===== config.mk =====
export PLATFORM = sky130hd
export DESIGN_NAME = mem_arbiter
export DESIGN_NICKNAME = d
export VERILOG_FILES = /design/src/rtl/lis_pkg.sv /design/src/rtl/mem_arbiter.sv
export SDC_FILE = /design/constraint.sdc
export NUM_CORES = 1
export LEC_CHECK = 0
export BUFFER_PORTS_ARGS = -buffer_cell sky130_fd_sc_hd__buf_2
export CORE_MARGIN = 2
export CORE_UTILIZATION = 39
export DETAILED_ROUTE_END_ITERATION = 10
export GPL_TIMING_DRIVEN = 0
export PLACE_DENSITY_LB_ADDON = 0.3
export SKIP_LAST_GASP = 1
export SLEW_MARGIN = 20
export SYNTH_ARGS = -nofsm -noshare
export SYNTH_HDL_FRONTEND = slang
export SYNTH_SLANG_ARGS = --single-unit
export TNS_END_PERCENT = 100

===== constraint.sdc =====
create_clock -name clock -period 2.2 [get_ports clock]
set_input_delay 0.22 -clock clock [delete_from_list [all_inputs] [get_ports clock]]
set_output_delay 0.22 -clock clock [all_outputs]
set_load 0.03 [all_outputs]

===== src/rtl/lis_pkg.sv =====
// Shared bus definitions for the CPU, video and memory arbiter blocks.
//   DATA_W / ADDR_W : byte-wide data bus, 32-bit byte address
//   arb_state_e     : memory arbiter state encoding (CPU / DMA / HOLD)
package lis_pkg;

   localparam int unsigned DATA_W = 8;
   localparam int unsigned ADDR_W = 32;

   typedef enum logic [1:0] {
      S_CPU  = 2'd0,
      S_DMA  = 2'd1,
      S_HOLD = 2'd2
   } arb_state_e;

endpackage


===== src/rtl/mem_arbiter.sv =====
// Single-port byte-memory arbiter between the CPU core and one DMA master.
// DMA requests win the bus with zero latency, but bursts are capped at
// DMA_BURST cycles, after which the CPU gets a forced window of CPU_SLOT
// cycles. The CPU is stalled through cpu_ce on every DMA cycle, and those
// stall cycles are counted in a saturating 16-bit counter.
//   clock, reset_n                    : clock, synchronous active-low reset
//   cpu_address/cpu_out/cpu_we        : CPU bus request
//   cpu_in, cpu_ce                    : CPU read data, CPU clock enable
//   dma_req/dma_we/dma_address/dma_wdata : DMA bus request
//   dma_ack, dma_rdata                : DMA cycle performed, DMA read data
//   mem_address/mem_d/mem_we, mem_q   : memory bus (mem_q combinational)
//   stall_clr, stall_cnt              : stall counter clear / value
module mem_arbiter
   import lis_pkg::*;
#(
   parameter int unsigned DMA_BURST = 4,
   parameter int unsigned CPU_SLOT  = 1
) (
   input  logic              clock,
   input  logic              reset_n,
   input  logic [ADDR_W-1:0] cpu_address,
   input  logic [DATA_W-1:0] cpu_out,
   input  logic              cpu_we,
   output logic [DATA_W-1:0] cpu_in,
   output logic              cpu_ce,
   input  logic              dma_req,
   input  logic              dma_we,
   input  logic [ADDR_W-1:0] dma_address,
   input  logic [DATA_W-1:0] dma_wdata,
   output logic              dma_ack,
   output logic [DATA_W-1:0] dma_rdata,
   output logic [ADDR_W-1:0] mem_address,
   output logic [DATA_W-1:0] mem_d,
   output logic              mem_we,
   input  logic [DATA_W-1:0] mem_q,
   input  logic              stall_clr,
   output logic [15:0]       stall_cnt
);

   localparam logic [3:0] BURST_LAST = 4'(DMA_BURST);
   localparam logic [3:0] HOLD_LAST  = 4'(CPU_SLOT - 1);

   arb_state_e  state_q, state_d;
   logic [3:0]  bc_q, bc_d;
   logic [3:0]  hc_q, hc_d;
   logic [15:0] stall_cnt_q, stall_cnt_d;
   logic [3:0]  bc_next;
   logic        dma_grant;

   always_comb begin
      // Reset gating keeps a pending request from being acknowledged while
      // the arbiter is being reset.
      dma_grant = reset_n & dma_req & (state_q != S_HOLD);

      cpu_ce    = ~dma_grant;
      dma_ack   = dma_grant;
      cpu_in    = mem_q;
      dma_rdata = mem_q;
      if (dma_grant) begin
         mem_address = dma_address;
         mem_d       = dma_wdata;
         mem_we      = dma_we;
      end else begin
         mem_address = cpu_address;
         mem_d       = cpu_out;
         mem_we      = cpu_we;
      end

      // bc counts grants already given in this burst (0 in S_CPU), so
      // bc_next is the number including this cycle's grant; reaching
      // DMA_BURST here makes this the last DMA cycle before the CPU window.
      bc_next = bc_q + 4'd1;
      state_d = state_q;
      bc_d    = bc_q;
      hc_d    = hc_q;
      unique case (state_q)
         S_CPU, S_DMA: begin
            if (dma_grant) begin
               bc_d = bc_next;
               if (bc_next == BURST_LAST) begin
                  state_d = S_HOLD;
                  hc_d    = '0;
               end else begin
                  state_d = S_DMA;
               end
            end else begin
               state_d = S_CPU;
               bc_d    = '0;
            end
         end
         S_HOLD: begin
            hc_d = hc_q + 4'd1;
            if (hc_q == HOLD_LAST) begin
               state_d = S_CPU;
               bc_d    = '0;
               hc_d    = '0;
            end
         end
         default: begin
            state_d = S_CPU;
            bc_d    = '0;
            hc_d    = '0;
         end
      endcase

      stall_cnt_d = stall_cnt_q;
      if (stall_clr)
         stall_cnt_d = '0;
      else if (!cpu_ce && (stall_cnt_q != '1))
         stall_cnt_d = stall_cnt_q + 16'd1;
   end

   always_ff @(posedge clock) begin
      if (!reset_n) begin
         state_q     <= S_CPU;
         bc_q        <= '0;
         hc_q        <= '0;
         stall_cnt_q <= '0;
      end else begin
         state_q     <= state_d;
         bc_q        <= bc_d;
         hc_q        <= hc_d;
         stall_cnt_q <= stall_cnt_d;
      end
   end

   assign stall_cnt = stall_cnt_q;

endmodule


==> results.txt <==
clk sinks = 26
endpoints failing setup = 0
Hold WC Path Type = in2reg
die area = 5870 sq um
grt peak-use layer = met2
later-pin clock latency in the skew report = 270 ps
top cell type's share of synthesized area = 25.3%
Die Span Y = 76.6 microns
f_max = 504 MHz
cell taking the most area after synthesis = dfxtp_1
DR iter-0 viols = 113
routed via count = 2,683
first-pass GRT wire length = 11,800 microns
ANT cells = 0
Slew Limit Fails = 0
initial antenna violation count = 0
Post-CTS Hold Fix Bufs = 0
cell with the most instances after synthesis = nand2_1
met2 Resource Use GR = 41.2%
routed len/inst = 13.1 microns
hold_sp = stall_clr
maximum buffer depth of the clock tree = 2
H-tree levels = 1
RSZ-0062 raised after global routing = false
outcome = finished clean
Final Cycle Share = 90.1%
Setup Buffers After CTS = 0
drt pass-1 iters = 4
ranking of synthesized cells by area = dfxtp_1 25%, nand2_1 25%, buf_4 5.8%, a21oi_1 3.2%, ha_1 3.0%
IO Pins = 169
row cnt = 26
CP Launch Type = flip-flop
Worst Path Class, Setup = reg2out
met1 usage = 30.6%
Vias/cell = 4.91
fill cell count = 532
GRT overflow = 0
ys flop type = dfxtp_1
most numerous cell on the critical path = nand2_1
EDFF count, synth = 0
WL final = 7160 microns
largest net degree at the start of global routing = 15
GP Congestion = 0.834
worst slew pin tran = 482 ps
Slowest-stage cell, CP = dfxtp_1
Root Buffer = clkbuf_8
fin crit period = 1980 ps
Setup crit start = state_q[1]
sequential area share after synthesis = 25.3%
total CTS buffers = 3
CP max stage delay = 430 ps
Max Cap Viol = 0
Peak VDD IR = 0.000312 V
Post-Synthesis Net Count = 411
flops & latches, synth = 26
Pleak = 1.63 nW
layout cell share with drive strength beyond 1 = 41.6%
Syn Area/Cell = 6.60 sq um
Yosys cell types = 49
Req. time, crit path = 1980 ps
CTS tree = done
skew final = 4.31 ps
crit-path cells = nand2b_2, nand2_4, clkinv_2, clkbuf_2, nand2_1, nand2_1, buf_2
crit path DAT = 1760 ps
setup_tns = 0 ps
M3 GR Usage = 5.92%
mapped cell area = 2060 sq um
Power, Total = 1.26 mW
Area Growth Syn to Fin = 46.7%
GRT Overall Usage = 24.1%
core area = 5110 sq um
drc violations = 0
count of warnings emitted by yosys = 0
Routed Antenna Nets = 0
vias in the first global route = 2,468
reg-to-reg critical path startpoint = bc_q[0]
die width = 76.6 microns
clk slew on worst S/H paths = 90 ps
Starting Density = 40.3%
CP Capture Type = primary output
port bufs = 160
Final nets = 576
Slew HR = 67.9%
PD cells = 417 nW/um^2
most instantiated cells after synthesis = 137 x nand2_1, 26 x dfxtp_1, 16 x buf_4
final hold vios = 0
Detailed Place HPWL = 5880 microns
gate count of the mapped netlist = 312
Synth async-reset ratio = 0%
crit path max fanout = 10
==> registers in the layout (all words and copies together), names as in the netlist <==
register	count
stall_cnt	16
hc_q	4
state_q	2
bc_q	4
==> kinds of logic after synthesis <==
group,share of synthesized area (%)
and+or+nand+nor,47.3
AOI/OAI and AO/OA,13.1
buffers and inverters,9.30
DFF,25.3
adders and majority gates,3.04
muxes,1.52
xor gates and xnor gates,0.426
==> area by class of cell <==
type                       instances  area, sq um  share of cell area (%)
buffer                            27          176                    5.84
timing repair buffer             160          801                    26.5
clock buffer                       4         55.1                    1.82
inverter                           6         23.8                   0.787
sequential                        26          520                    17.2
multi-input combinational        253         1360                    44.9
tap                               70         87.6                    2.90
==> stage by stage <==
| stage | cells | utilization, % | worst slack [ps] | hold WS (ps) | cell area, sq um |
|---|---|---|---|---|---|
| floorplan | 312 | - | 329 | 391 | 2060 |
| global placement | 542 | 57.7 | 79.3 | 480 | 2950 |
| global route | 546 | 59.1 | 80.5 | 294 | 3020 |
| detailed placement | 542 | 57.7 | 48.6 | 489 | 2950 |
| CTS | 546 | 58.9 | 40.2 | 271 | 3010 |
| finish | 546 | 59.1 | 217 | 266 | 3020 |
==> path summary, 6_finish.rpt <==
path	endpoint	slack [ps]	cells past startpoint
max	mem_address[21]	220	7
min	stall_cnt[15]	270	4
max reg2reg	state_q[1]	460	5
min reg2reg	hc_q[3]	500	1
==> power by group <==
group          total (mW)  switching [mW]  internal (mW)
logic               0.470           0.303          0.167
registers           0.478         0.00433          0.474
clock network       0.311           0.151          0.160
==> what timing repair did <==
action | 4_1_cts | 5_1_grt
endpoints found under the hold margin | 0 | 0
resized for setup | 6 | 5
endpoints found under the setup margin | 41 | 39
==> worst max-delay path: cells and delay by family (launching register included) <==
family,cells,cell delay (ps)
buf+inv,3,550
simple gates,4,500
flops,1,430
==> metal layers <==
layer / part of all wire (%) / vias up / wire length, microns
met3: 8.6 / 7 / 613
met2: 48 / 100 / 3460
met5: 0 / - / 0
met4: 1.0 / 0 / 75
met1: 42 / 1202 / 3010
li1: - / 1374 / -
==> cell usage in the layout, fill, tap and decap left out, types with 2 or more instances in the layout <==
cell type  instances
buf_2            160
nand2_1          136
dfxtp_1           26
buf_4             16
a21oi_1           13
nor2b_1            8
nand3_1            8
clkbuf_2           6
o21ai_0            6
o31ai_1            6
or4_1              6
inv_1              5
nand4_1            5
nor3_1             5
ha_1               5
nor2_1             4
and3_1             4
clkbuf_8           4
a211oi_1           3
nand2b_1           3
and4_1             3
and2_1             3
and4b_1            3
or3_1              3
buf_1              2
clkbuf_1           2
nor4_1             2
mux2i_1            2
a21boi_0           2
Note: power is estimated with default switching activity, not from simulation.
